<file path="config.mk">
export PLATFORM = sky130hd
export DESIGN_NAME = avaliador_de_comandos
export DESIGN_NICKNAME = d
export VERILOG_FILES = /design/src/rtl/avaliador_pkg.sv /design/src/rtl/temporizador_de_batida.sv /design/src/rtl/avaliador_de_comandos.sv
export SDC_FILE = /design/constraint.sdc
export NUM_CORES = 1
export LEC_CHECK = 0
export BUFFER_PORTS_ARGS = -buffer_cell sky130_fd_sc_hd__buf_2
export CAP_MARGIN = 25
export CORE_MARGIN = 1
export CORE_UTILIZATION = 35
export DETAILED_ROUTE_END_ITERATION = 7
export MAX_ROUTING_LAYER = met4
export REMOVE_ABC_BUFFERS = 1
export SLEW_MARGIN = 10
export SYNTH_ARGS = -nofsm -noshare
export SYNTH_HDL_FRONTEND = slang
export SYNTH_SLANG_ARGS = --single-unit
</file>
<file path="constraint.sdc">
create_clock -name clk -period 4.3 [get_ports clk]
set_input_delay 0.43 -clock clk [delete_from_list [all_inputs] [get_ports clk]]
set_output_delay 0.43 -clock clk [all_outputs]
set_load 0.05 [all_outputs]
</file>
<file path="src/rtl/avaliador_pkg.sv">
// Purpose: shared types and constants for the command evaluator (FSM encoding, bus widths, score ceiling).
// Latency: n/a (declarations only).
// Backpressure: n/a.
package avaliador_pkg;

    localparam int LARG_PONTOS  = 16;
    localparam int LARG_COMBO   = 8;
    localparam int LARG_COMANDO = 4;

    localparam logic [LARG_PONTOS-1:0] PONTUACAO_MAX = 16'hFFFF;

    typedef enum logic [1:0] {
        OCIOSO    = 2'd0,
        INICIANDO = 2'd1,
        RODANDO   = 2'd2,
        FIM       = 2'd3
    } estado_t;

endpackage

</file>
<file path="src/rtl/temporizador_de_batida.sv">
// Purpose: beat counter; flags the last cycle of each beat (virada) and the open hit window.
// Latency: virada/janela_aberta are combinational from the registered counter.
// Backpressure: none; counts whenever habilitar is high, limpar restarts from 0.
//
// Ports:
//   clk, rst        clock, asynchronous active-high reset
//   limpar          synchronous clear of the counter
//   habilitar       count enable (game running)
//   virada          high in the last cycle of a beat (counter wraps at the next edge)
//   janela_aberta   high while the counter is at or past JANELA_INICIO
module temporizador_de_batida #(
    parameter int BEAT_CYCLES   = 12500000,
    parameter int JANELA_INICIO = 2,
    parameter int CNT_W         = $clog2(BEAT_CYCLES)
) (
    input  logic clk,
    input  logic rst,
    input  logic limpar,
    input  logic habilitar,
    output logic virada,
    output logic janela_aberta
);

    localparam logic [CNT_W-1:0] ULTIMO      = CNT_W'(BEAT_CYCLES - 1);
    localparam logic [CNT_W-1:0] INICIO_JAN  = CNT_W'(JANELA_INICIO);

    logic [CNT_W-1:0] cnt;

    always_ff @(posedge clk or posedge rst) begin
        if (rst) begin
            cnt <= '0;
        end else if (limpar) begin
            cnt <= '0;
        end else if (habilitar) begin
            cnt <= virada ? '0 : cnt + 1'b1;
        end
    end

    assign virada        = habilitar && (cnt == ULTIMO);
    // The upper bound of the window is the last beat cycle, which cnt never exceeds.
    assign janela_aberta = habilitar && (cnt >= INICIO_JAN);

endmodule

</file>
<file path="src/rtl/avaliador_de_comandos.sv">
// Purpose: drives the pattern manager beat, judges button presses against the current command, keeps score/combo.
// Latency: press edge -> acerto/erro and score update 1 cycle; beat wrap -> trocar_comando 1 cycle.
// Backpressure: none; inputs are sampled every cycle, outputs are pulses/levels with no handshake.
//
// Ports:
//   clk, rst          clock, asynchronous active-high reset
//   start             begins a game from OCIOSO or FIM
//   botoes            debounced player buttons, one bit per direction
//   comando           one-hot command from the pattern manager (0 = rest)
//   fim_de_jogo       end-of-list flag from the pattern manager
//   trocar_comando    one-cycle beat pulse advancing the pattern manager
//   rst_padroes       restart request the pattern manager samples on trocar_comando
//   acerto / erro     one-cycle hit / wrong-or-miss pulses
//   pontuacao, combo, max_combo   saturating score state
//   jogo_ativo        high while a game is running
import avaliador_pkg::*;

module avaliador_de_comandos #(
    parameter int BEAT_CYCLES   = 12500000,
    parameter int JANELA_INICIO = 2,
    parameter int PONTOS_ACERTO = 10,
    parameter int COMBO_DOBRO   = 8
) (
    input  logic                    clk,
    input  logic                    rst,
    input  logic                    start,
    input  logic [LARG_COMANDO-1:0] botoes,
    input  logic [LARG_COMANDO-1:0] comando,
    input  logic                    fim_de_jogo,
    output logic                    trocar_comando,
    output logic                    rst_padroes,
    output logic                    acerto,
    output logic                    erro,
    output logic [LARG_PONTOS-1:0]  pontuacao,
    output logic [LARG_COMBO-1:0]   combo,
    output logic [LARG_COMBO-1:0]   max_combo,
    output logic                    jogo_ativo
);

    localparam logic [LARG_PONTOS:0]  INC_SIMPLES  = (LARG_PONTOS+1)'(PONTOS_ACERTO);
    localparam logic [LARG_PONTOS:0]  INC_DOBRO    = (LARG_PONTOS+1)'(2 * PONTOS_ACERTO);
    localparam logic [LARG_COMBO-1:0] LIMIAR_DOBRO = LARG_COMBO'(COMBO_DOBRO);
    localparam logic [LARG_COMBO-1:0] COMBO_MAX    = '1;

    estado_t estado, prox_estado;

    logic [LARG_COMANDO-1:0] botoes_q;
    logic [LARG_COMANDO-1:0] prem;
    logic                    virada, janela_aberta;
    logic                    rodando, iniciando;
    logic                    julgado, fim_pend, fim_agora;
    logic                    julgar, acertou, errou;
    logic                    trocar_d, rst_padroes_d;
    logic [LARG_PONTOS:0]    soma;
    logic [LARG_COMBO-1:0]   combo_novo;

    assign rodando   = (estado == RODANDO);
    assign iniciando = (estado == INICIANDO);

    temporizador_de_batida #(
        .BEAT_CYCLES   (BEAT_CYCLES),
        .JANELA_INICIO (JANELA_INICIO)
    ) u_temporizador (
        .clk           (clk),
        .rst           (rst),
        .limpar        (iniciando),
        .habilitar     (rodando),
        .virada        (virada),
        .janela_aberta (janela_aberta)
    );

    // Rising edges only, so a held button is judged once.
    assign prem = botoes & ~botoes_q;

    // One judgement per beat. A press in the last cycle takes priority over the miss.
    assign julgar  = rodando && janela_aberta && !julgado && (comando != '0);
    assign acertou = julgar && (prem == comando);
    assign errou   = julgar && (((prem != '0) && (prem != comando)) || (virada && (prem == '0)));

    // End flag may arrive in the wrap cycle itself, so look at the live input too.
    assign fim_agora = fim_pend || fim_de_jogo;

    assign soma       = {1'b0, pontuacao} + ((combo >= LIMIAR_DOBRO) ? INC_DOBRO : INC_SIMPLES);
    assign combo_novo = (combo == COMBO_MAX) ? combo : combo + 1'b1;

    // FSM: state register
    always_ff @(posedge clk or posedge rst) begin
        if (rst) begin
            estado <= OCIOSO;
        end else begin
            estado <= prox_estado;
        end
    end

    // FSM: next state
    always_comb begin
        prox_estado = estado;
        case (estado)
            OCIOSO:    if (start) prox_estado = INICIANDO;
            INICIANDO: prox_estado = RODANDO;
            RODANDO:   if (virada && fim_agora) prox_estado = FIM;
            FIM:       if (start) prox_estado = INICIANDO;
            default:   prox_estado = OCIOSO;
        endcase
    end

    // FSM: outputs. The first pulse comes from INICIANDO while rst_padroes is still
    // high, so the pattern manager restarts on it; later pulses come from beat wraps.
    always_comb begin
        trocar_d      = iniciando || (rodando && virada && !fim_agora);
        rst_padroes_d = !rodando;
        jogo_ativo    = rodando;
    end

    always_ff @(posedge clk or posedge rst) begin
        if (rst) begin
            trocar_comando <= 1'b0;
            rst_padroes    <= 1'b1;
            botoes_q       <= '0;
        end else begin
            trocar_comando <= trocar_d;
            rst_padroes    <= rst_padroes_d;
            botoes_q       <= botoes;
        end
    end

    always_ff @(posedge clk or posedge rst) begin
        if (rst) begin
            julgado  <= 1'b0;
            fim_pend <= 1'b0;
        end else begin
            if (iniciando || virada) begin
                julgado <= 1'b0;
            end else if (acertou || errou) begin
                julgado <= 1'b1;
            end

            if (iniciando) begin
                fim_pend <= 1'b0;
            end else if (rodando && fim_de_jogo) begin
                fim_pend <= 1'b1;
            end
        end
    end

    always_ff @(posedge clk or posedge rst) begin
        if (rst) begin
            acerto    <= 1'b0;
            erro      <= 1'b0;
            pontuacao <= '0;
            combo     <= '0;
            max_combo <= '0;
        end else begin
            acerto <= acertou;
            erro   <= errou;
            if (iniciando) begin
                pontuacao <= '0;
                combo     <= '0;
                max_combo <= '0;
            end else if (acertou) begin
                pontuacao <= soma[LARG_PONTOS] ? PONTUACAO_MAX : soma[LARG_PONTOS-1:0];
                combo     <= combo_novo;
                if (combo_novo > max_combo) begin
                    max_combo <= combo_novo;
                end
            end else if (errou) begin
                combo <= '0;
            end
        end
    end

endmodule

</file>
==> results of run 1 <==
## cell usage after synthesis (all sizes together) (5+ instances only)
cell type	n
mux2i	6
and3	8
buf	5
nand2	23
o2bb2ai	12
a21oi	9
nor3	9
xnor2	23
inv	32
o21ai	29
nand3	15
xor2	14
nor2	34
ha	19
nand4	12
dfrtp	67
nor4	17
nor2b	6
clkbuf	6
## logic make-up (layout without fill, tap and decap cells)
group,count (synthesis),in the layout
compound gates,72,72
xor+xnor,37,37
fa+ha+maj,20,20
buf+inv,43,99
flops,68,68
mux,7,7
simple gates,138,138
## per-layer routing
layer / global-route usage (%) / up-vias
li1: - / 1464
met1: 20.57 / 1434
met2: 25.46 / 56
met3: 3.250 / 12
met4: 5.871 / 0
met5: - / -
## metrics by stage
stage                     hold slack [ps]  instances  area, sq um  util, %  setup slack, ps
final                               70.96        577         4388    41.94            898.6
after floorplan                     461.4        374         3764        -            946.9
after global routing                79.21        577         4388    41.94            496.3
after CTS                           188.9        576         4368    41.75            884.3
after global placement              478.6        560         4189    40.04             1013
after detailed placement            485.5        560         4189    40.04            918.1
## final cells by class
| class | count | area share [%] |
|---|---|---|
| tap | 136 | 3.878 |
| clock inverter | 4 | 0.5418 |
| timing repair buffer | 51 | 6.273 |
| multi-input combinational | 274 | 44.23 |
| sequential | 68 | 38.81 |
| clock buffer | 12 | 3.536 |
| inverter | 32 | 2.737 |
## flip-flops by register name, summed over array words and instances (netlist names), 2 cells and up
| signal | count |
|---|---|
| botoes_q | 4 |
| estado | 2 |
| u_temporizador.cnt | 24 |
| combo | 8 |
| pontuacao | 16 |
| max_combo | 8 |
## layout by cell type (no fill, tap or decap), types with 3 or more instances in the layout
cell / n
nor2_1: 34
a211oi_1: 3
xnor2_2: 4
nor3_1: 9
a21oi_1: 9
nand4_1: 11
or3_1: 3
nand2_1: 22
nor2b_4: 3
a22o_1: 3
o21ai_2: 11
a21o_1: 4
o2bb2ai_1: 12
nor4_1: 17
clkinv_2: 3
and3_1: 8
and4_1: 3
o21ai_0: 18
nor2b_1: 3
clkbuf_8: 11
dfrtp_1: 67
mux2i_1: 6
xor2_1: 14
xnor2_1: 19
inv_1: 31
ha_1: 19
buf_2: 48
nand3_1: 15
## worst register-to-register path, cell delays in order (launching register included)
cell and delay [ps]:
dfrtp_1 430, ha_1 230, and3_1 200, and3_1 220
nand3_1 160, and3_1 230, xnor2_1 240, inv_1 80
ha_1 300, a21oi_1 140, nor2_1 60, a211oi_1 170
a22oi_1 150, a21oi_1 530, a32o_1 200
## final timing paths
| kind | slack [ps] | depth (start not counted) | end |
|---|---|---|---|
| max | 900 | 14 | max_combo[7] |
| min | 70 | 2 | botoes_q[2] |
| max reg2reg | 900 | 14 | max_combo[7] |
| min reg2reg | 500 | 2 | fim_pend |
| max in group asynchronous | 3480 | 3 | rst_padroes |
| min in group clk | 210 | 1 | botoes_q[1] |
## power by group
group | leakage [uW] | internal (uW) | switching, uW
registers | 0.000924 | 696 | 49.3
logic | 0.00105 | 157 | 378
clock network | 0.0000961 | 239 | 245
==> out/results.txt, run 1 <==
slew margin rel. = 50.29%
CTS root buffer = clkbuf_8
final net count = 468
worst endpoint data arrival time = 3680 ps
crit path time final = 3401 ps
GP Congestion = 0.8529
max incr delay on CP = 530 ps
TritonCTS Buffers = 9
Fill cells = 1067
TritonCTS clock tree = built
setup repair bufs after CTS = 0
first-pass GRT wire length = 14.10 mm
total global-route track usage = 16.14%
largest area contributor in the netlist = dfrtp_1
Hold/Removal Path Class = in -> async
First DRT Iteration DRCs = 238
DR WL/cell = 14.41 um
post-synthesis cell count = 385
post-route ant nets = 0
via count = 2966
Seq cells post-synth = 68
vias per inst = 5.140
register area = 1703 sq um
WL met3 = 322 um
die width = 106.5 um
sequential area share after synthesis = 44.58%
die footprint = 11340 sq um
final hold vios = 0
crit-path cells = ha_1, and3_1, and3_1, nand3_1, and3_1, xnor2_1, inv_1, ha_1, a21oi_1, nor2_1, a211oi_1, a22oi_1, a21oi_1, a32o_1
required time of the worst setup path = 4580 ps
Netlist cell types = 50
Layout Skew = 9.932 ps
initial antenna violation count = 0
count of pins over their slew limit = 0
area grow syn2layout = 14.87%
Max Root-Sink Buffers = 2
post-synthesis adder-cell area fraction = 6.747%
Synth Area in Compound Gates = 13.59%
Pwr Total = 1765 uW
layout cells sized above 1 = 20.86%
Ant. Diodes = 0
Post-synth EDFFs = 0
crit-path leading delay family = compound AO/OA/AOI/OAI gates
YS warnings = 0
Vert. Die Dim = 106.5 um
post-route setup TNS = 0 ps
core area = 10460 sq um
# port buffers = 48
reg-to-reg startpoint = combo[1]
XOR/XNOR share of the synthesized area = 9.270%
Syn Std Cell Area = 3820 sq um
starting density of the core = 36.51%
Lkg Pwr = 0.002068 uW
I/O Pins = 49
final setup violation count = 0
multi-input logic area = 1941 sq um
CP dominant cell by count = and3_1
CTS Hold Bufs = 0
clk slew on worst S/H paths = 80 ps
CP max FO = 8
Simple-Gate Fraction of Synth Area = 19.33%
largest family of logic cells by synthesized area = simple AND/OR/NAND/NOR gates
dpl hpwl = 6.112 mm
crit path from = combo[1]
first drt pass iteration count = 4
total global routing overflow = 0
uppermost layer routed = met4
WL met1 = 3.991 mm
mean post-synth cell area = 9.922 sq um
fraction of synthesized area in multiplexers = 1.867%
worst path buffer plus inverter count = 1
Final Cycle Share = 79.10%
H-tree Lvls = 3
Main synth FF type = dfrtp_1
crit start category = register
Post-Route WL = 8.313 mm
# rows = 37
worst skew pair latency = 340 ps
main area contributors after synthesis = dfrtp_1 44%, ha_1 6.2%, xnor2_1 4.4%
unrepaired setup endpoints after global routing = no
Worst Tran Pin Value = 740.0 ps
Synth top area share = 43.89%
post_cts resized = 0
largest net degree at the start of global routing = 43
drt drc = 0
Fmax = 294.0 MHz
vias in the first global route = 2914
status = complete, no violations
CP max-delay cell = a21oi_1
max cap viols = 0
ys async rst share = 100.0%
clk sinks = 68
PwrDens = 402.2 nW/um^2
DR WL met2 = 3.853 mm
critical path endpoint category = register
worst vdd ir = 0.1875 mV
Worst Path Class, Setup = reg -> reg
Power figures use the tool's default switching activity.
==> inputs of run 2 (changes only) <==
--- a/config.mk
+++ b/config.mk
@@ -5,6 +5,7 @@
 export SDC_FILE = /design/constraint.sdc
 export NUM_CORES = 1
 export LEC_CHECK = 0
+export ABC_AREA = 1
 export BUFFER_PORTS_ARGS = -buffer_cell sky130_fd_sc_hd__buf_2
 export CAP_MARGIN = 25
 export CORE_MARGIN = 1
==> constraint.sdc (replaced) <==
create_clock -name clk -period 2.7 [get_ports clk]
set_input_delay 0.27 -clock clk [delete_from_list [all_inputs] [get_ports clk]]
set_output_delay 0.27 -clock clk [all_outputs]
set_load 0.05 [all_outputs]
==> run 2 against run 1 <==
- synthesized cell count up 59%
- die area rose by 16%
- combinational power up 120%
- core utilization grew 0.69 points
- maximum frequency increased by 38%
- via count grew 39%
- design area grew 19%
- area after synthesis is 17% higher
- clock skew shrank 2.7 ps
- critical path type unchanged
- largest cell class unchanged
- highest routed layer unchanged
==> out/results.txt, run 2 <==
Main synth FF type = dfrtp_1
die footprint = 13190 sq um
PnR worst setup slack = 241.0 ps
total global-route track usage = 18.09%
vias per inst = 4.900
count of pins over their slew limit = 0
layout cells sized above 1 = 15.63%
die width = 114.9 um
# port buffers = 48
worst skew pair latency = 340 ps
TritonCTS Buffers = 9
final setup violation count = 0
core area = 12210 sq um
status = complete, no violations
mean post-synth cell area = 7.261 sq um
placed inst area = 4866 sq um
post-synthesis cell count = 614
Ant. Diodes = 0
Vert. Die Dim = 114.9 um
commonest cells after routing, fill and taps aside = 174 x nand2_1, 78 x nand3_1, 76 x inv_1, 67 x dfrtp_1, 66 x nor2_1
YS warnings = 0
H-tree Lvls = 3
most common cell after layout, fill and taps aside = nand2_1
worst endpoint data arrival time = 2690 ps
Max Root-Sink Buffers = 2
Worst Tran Pin Value = 792.7 ps
clk sinks = 68
first-pass GRT wire length = 18.00 mm
Post-synth EDFFs = 0
biggest regs = u_temporizador.cnt x24, pontuacao x16
initial antenna violation count = 0
vias in the first global route = 3777
# rows = 40
final hold vios = 0
max reg flops = 24
main area contributors after synthesis = dfrtp_1 38%, nand2_1 15%, nand3_1 8.9%
CP max FO = 8
Synth top area share = 37.61%
worst vdd ir = 0.3389 mV
PwrDens = 695.4 nW/um^2
Worst Path Class, Setup = reg -> reg
largest net degree at the start of global routing = 40
GP Congestion = 0.9163
Lkg Pwr = 0.002832 uW
area grow syn2layout = 16.78%
Largest Register = u_temporizador.cnt
drt drc = 0
crit start category = register
CTS root buffer = clkbuf_16
R2R cell count = 16
hold path depth = 1
final net count = 699
hold path start = botoes[0]
Hold/Removal Path Class = in -> reg
starting density of the core = 36.51%
slew margin rel. = 47.08%
top-count cell post-synth = nand2_1
crit path time final = 2459 ps
dpl hpwl = 7.657 mm
Layout Skew = 7.276 ps
first drt pass iteration count = 4
I/O Pins = 49
post-route ant nets = 0
ys async rst share = 100.0%
max incr delay on CP = 440 ps
Hold WS = 60.61 ps
Crit Reg-Reg Endpoint = max_combo[3]
Reg2Reg Setup Slack = 240 ps
max cap viols = 0
top cells by count, synth = 176 x nand2_1, 79 x nand3_1, 78 x inv_1
critical path endpoint category = register
total global routing overflow = 0
CP max-delay cell = dfrtp_1
unrepaired setup endpoints after global routing = no
Post-Route WL = 10.61 mm
Min-Delay Endpoint = botoes_q[0]
via count = 4116
Seq cells post-synth = 68
CTS Hold Bufs = 0
Fmax = 406.7 MHz
post-route cell area = 5206 sq um
required time of the worst setup path = 2930 ps
largest area contributor in the netlist = dfrtp_1
Final Cycle Share = 91.07%
crit-path cells = ha_1, nand2_1, inv_1, nand3_2, nand2_1, nand2_1, ha_1, nand2_1, nand2_1, nand2_1, nand2_1, nand2_1, a21oi_4, nand2_2, nand3_1, nand2_1
Syn Std Cell Area = 4458 sq um
DR WL/cell = 12.63 um
sequential area share after synthesis = 38.20%
CP dominant cell by count = nand2_1
clk slew on worst S/H paths = 60 ps
reg-to-reg startpoint = combo[1]
TritonCTS clock tree = built
First DRT Iteration DRCs = 330
Netlist cell types = 41
Place WS = 151.1 ps
==> run 2: per-stage QoR <==
| step | cells | util [%] | total power, uW | setup TNS [ps] |
|---|---|---|---|---|
| 2_1_floorplan | 600 | - | 2046 | -492.1 |
| 3_3_place_gp | 823 | 39.85 | 2377 | 0 |
| 3_5_place_dp | 823 | 39.85 | 2405 | 0 |
| 4_1_cts | 839 | 42.39 | 3671 | 0 |
| 5_1_grt | 840 | 42.63 | 3857 | 0 |
| 6_report | 840 | 42.63 | 3621 | 0 |
==> run 2: routing by layer <==
metal / wire length, um / part of all wire [%] / GRT usage [%]
met1: 4915 / 46 / 21.76
met2: 5053 / 48 / 29.08
met3: 477 / 4.5 / 5.377
met4: 161 / 1.5 / 5.628
met5: 0 / 0 / -
==> run 2: timing repair <==
action | CTS | global route
setup endpoints to repair | 0 | 12
gates resized for setup | 0 | 7
buffers inserted | 0 | 1
hold endpoints to repair | 0 | 0
==> run 2: where the power goes <==
group,internal [uW],switching (uW)
clock network,805,430
registers,1120,75.9
logic,295,893
total,2220,1400
==> run 2: worst max-delay path, delay by kind of cell (launching register included) <==
family	cells	cell delay (ps)
and+or+nand+nor	12	1100
adders and majority gates	2	520
DFF	1	440
AOI/OAI and AO/OA	1	190
buffers and inverters	1	120
==> run 2: cells by family after synthesis <==
family | count (synthesis) | share of synthesized area [%]
and+or+nand+nor | 383 | 39.49
buffers and inverters | 95 | 9.261
DFF | 68 | 38.20
AOI/OAI and AO/OA | 31 | 3.930
adders and majority gates | 20 | 5.782
xor gates and xnor gates | 17 | 3.340
==> run 2: cell type report <==
type	instances	area [sq um]
clock buffer	11	232.7
clock inverter	5	77.57
fill	1263	7005
inverter	81	305.3
multi-input combinational	451	2365
sequential	68	1703
tap	168	210.2
timing repair buffer	56	312.8
==> run 2: worst max path at each step <==
stage	from	to	slack [ps]	cells past startpoint
2_1_floorplan	combo[0]	max_combo[0]	-60	12
3_3_place_gp	combo[1]	max_combo[1]	240	13
3_5_place_dp	combo[1]	max_combo[7]	150	13
4_1_cts	combo[1]	max_combo[7]	130	13
5_1_grt	combo[1]	max_combo[3]	20	17
6_report	combo[1]	max_combo[3]	240	16
==> inputs of run 3 (changes only) <==
--- a/config.mk
+++ b/config.mk
@@ -5,10 +5,9 @@
 export SDC_FILE = /design/constraint.sdc
 export NUM_CORES = 1
 export LEC_CHECK = 0
-export ABC_AREA = 1
+export ABC_AREA = 0
 export BUFFER_PORTS_ARGS = -buffer_cell sky130_fd_sc_hd__buf_2
 export CAP_MARGIN = 25
-export CORE_MARGIN = 1
 export CORE_UTILIZATION = 35
 export DETAILED_ROUTE_END_ITERATION = 7
 export MAX_ROUTING_LAYER = met4
==> run 3 against run 2 <==
- combinational power fell by 15%
- flip-flop and latch count stayed put
- design area shrank 4.2%
- routed wire length is 11% lower
- register-to-register slack worse by 320 ps
- sequential share of layout area is 1.5 points higher
- critical endpoint is now max_combo[2]
- the run now ends with setup timing left
- cell count is 26% lower
- core utilization up 5.0 points
- largest cell class unchanged
- largest power group is now sequential cells
- clock power fell by 12%
==> out/results.txt, run 3 (same netlist as run 1, synthesis figures left out) <==
status = finished, violations left
failing checks = setup timing
required time of the worst setup path = 2950 ps
post-route ant nets = 0
worst skew pair latency = 350 ps
clk sinks = 68
Util after Layout = 47.68%
vias per inst = 5.173
Largest Register = u_temporizador.cnt
worst endpoint data arrival time = 3020 ps
max cap viols = 0
Worst Tran Pin Value = 665.2 ps
Lkg Pwr = 0.002319 uW
Crit Reg-Reg Endpoint = max_combo[2]
R2R cell count = 14
TritonCTS Buffers = 9
slew margin rel. = 55.49%
reg-to-reg startpoint = combo[1]
starting density of the core = 36.51%
critical path endpoint category = register
initial antenna violation count = 0
die width = 106.5 um
DR WL/cell = 15.21 um
First DRT Iteration DRCs = 111
Fmax = 360.4 MHz
via count = 3207
Layout Skew = 18.02 ps
worst vdd ir = 0.3231 mV
largest net degree at the start of global routing = 40
unrepaired setup endpoints after global routing = yes
total global routing overflow = 0
total global-route track usage = 17.76%
# rows = 37
Fill cells = 1005
placed inst area = 4502 sq um
first drt pass iteration count = 4
CP max FO = 7
Final Cycle Share = 102.8%
CP endpoint = max_combo[2]
register area = 1704 sq um
Place WS = -224.2 ps
multi-input logic area = 2142 sq um
Vert. Die Dim = 106.5 um
vias in the first global route = 3167
commonest cells after routing, fill and taps aside = 66 x dfrtp_1, 48 x buf_2, 43 x buf_4, 34 x nor2_1, 30 x inv_1
count of pins over their slew limit = 0
GP Congestion = 0.8640
biggest regs = u_temporizador.cnt x24, pontuacao x16
most common cell after layout, fill and taps aside = dfrtp_1
Hold/Removal Path Class = in -> async
crit start category = register
Reg2Reg Setup Slack = -70 ps
core area = 10460 sq um
first-pass GRT wire length = 15.36 mm
H-tree Lvls = 3
# port buffers = 48
CTS root buffer = clkbuf_8
Max Root-Sink Buffers = 2
dpl hpwl = 6.604 mm
Ant. Diodes = 0
crit path time final = 2775 ps
layout cells sized above 1 = 34.71%
die footprint = 11340 sq um
PnR worst setup slack = -74.70 ps
Post-Route WL = 9.432 mm
crit path from = combo[1]
max reg flops = 24
PwrDens = 658.9 nW/um^2
clk slew on worst S/H paths = 90 ps
drt drc = 0
area grow syn2layout = 30.59%
final hold vios = 0
Worst Path Class, Setup = reg -> reg
final net count = 511
final setup violation count = 8
I/O Pins = 49
post-route cell area = 4989 sq um
TritonCTS clock tree = built
Hold WS = 18.45 ps
[run 3: cell count changes in the layout (fill, tap and decap cells not counted), moves of 13 or more]
| cell | delta |
|---|---|
| nand2_1 | -153 |
| nor4_1 | +13 |
| nand3_1 | -66 |
| xnor2_1 | +13 |
| buf_4 | +36 |
| nor2_1 | -32 |
| inv_1 | -46 |
[run 3: what timing repair did]
action	4_1_cts	5_1_grt
gates cloned	0	1
pin swaps	16	6
buffers inserted	2	1
endpoints found under the setup margin	8	25
hold buffers	0	0
gates resized for setup	20	17
[run 3: metrics by stage]
stage	cells	setup TNS, ps	total power, uW
finish	620	-537.4	3287
global route	620	-1481	3463
CTS	618	-303.6	3278
detailed placement	600	-1658	2170
global placement	600	-876.6	2147
floorplan	374	-5197	1833
[run 3: final cells by class]
class                   count  share of cell area [%]
clock buffers              11                   3.035
clock inverters             5                   2.132
inverters                  32                   2.408
flip-flops and latches     68                   34.16
multi-input cells         275                   42.94
repair buffers             93                   11.91
well taps                 136                   3.411
[run 3: worst min path at each step]
stage / startpoint / to / slack (ps)
after floorplan: botoes[0] / botoes_q[0] / 300
after global placement: botoes[1] / botoes_q[1] / 390
after detailed placement: rst / botoes_q[1] / 400
after CTS: rst / botoes_q[1] / 30
after global routing: botoes[1] / botoes_q[1] / 20
final: rst / botoes_q[1] / 20
[run 3: routing by layer]
metal	track usage (%)	share of wire (%)	vias up
met5	-	0	-
met3	4.047	4.0	11
met2	29.55	51	76
met4	4.305	0.95	0
met1	21.91	44	1565
li1	-	-	1555
[run 3: power breakdown]
part / internal, uW / switching [uW] / leakage [uW]
combinational: 351 / 663 / 0.00127
clock: 668 / 417 / 0.000126
sequential: 1110 / 79.2 / 0.000923
[run 3: worst max-delay path, cell delays in order, from the launching register on]
cell and delay (ps):
dfrtp_1 380, ha_2 180, and3_4 170, and3_4 210, and3_4 190, mux2i_1 230, inv_1 120, ha_4 280
nand3_2 90, o22ai_2 110, o21bai_1 110, a22oi_2 220, a21oi_2 90, buf_6 170, o2bb2ai_2 120
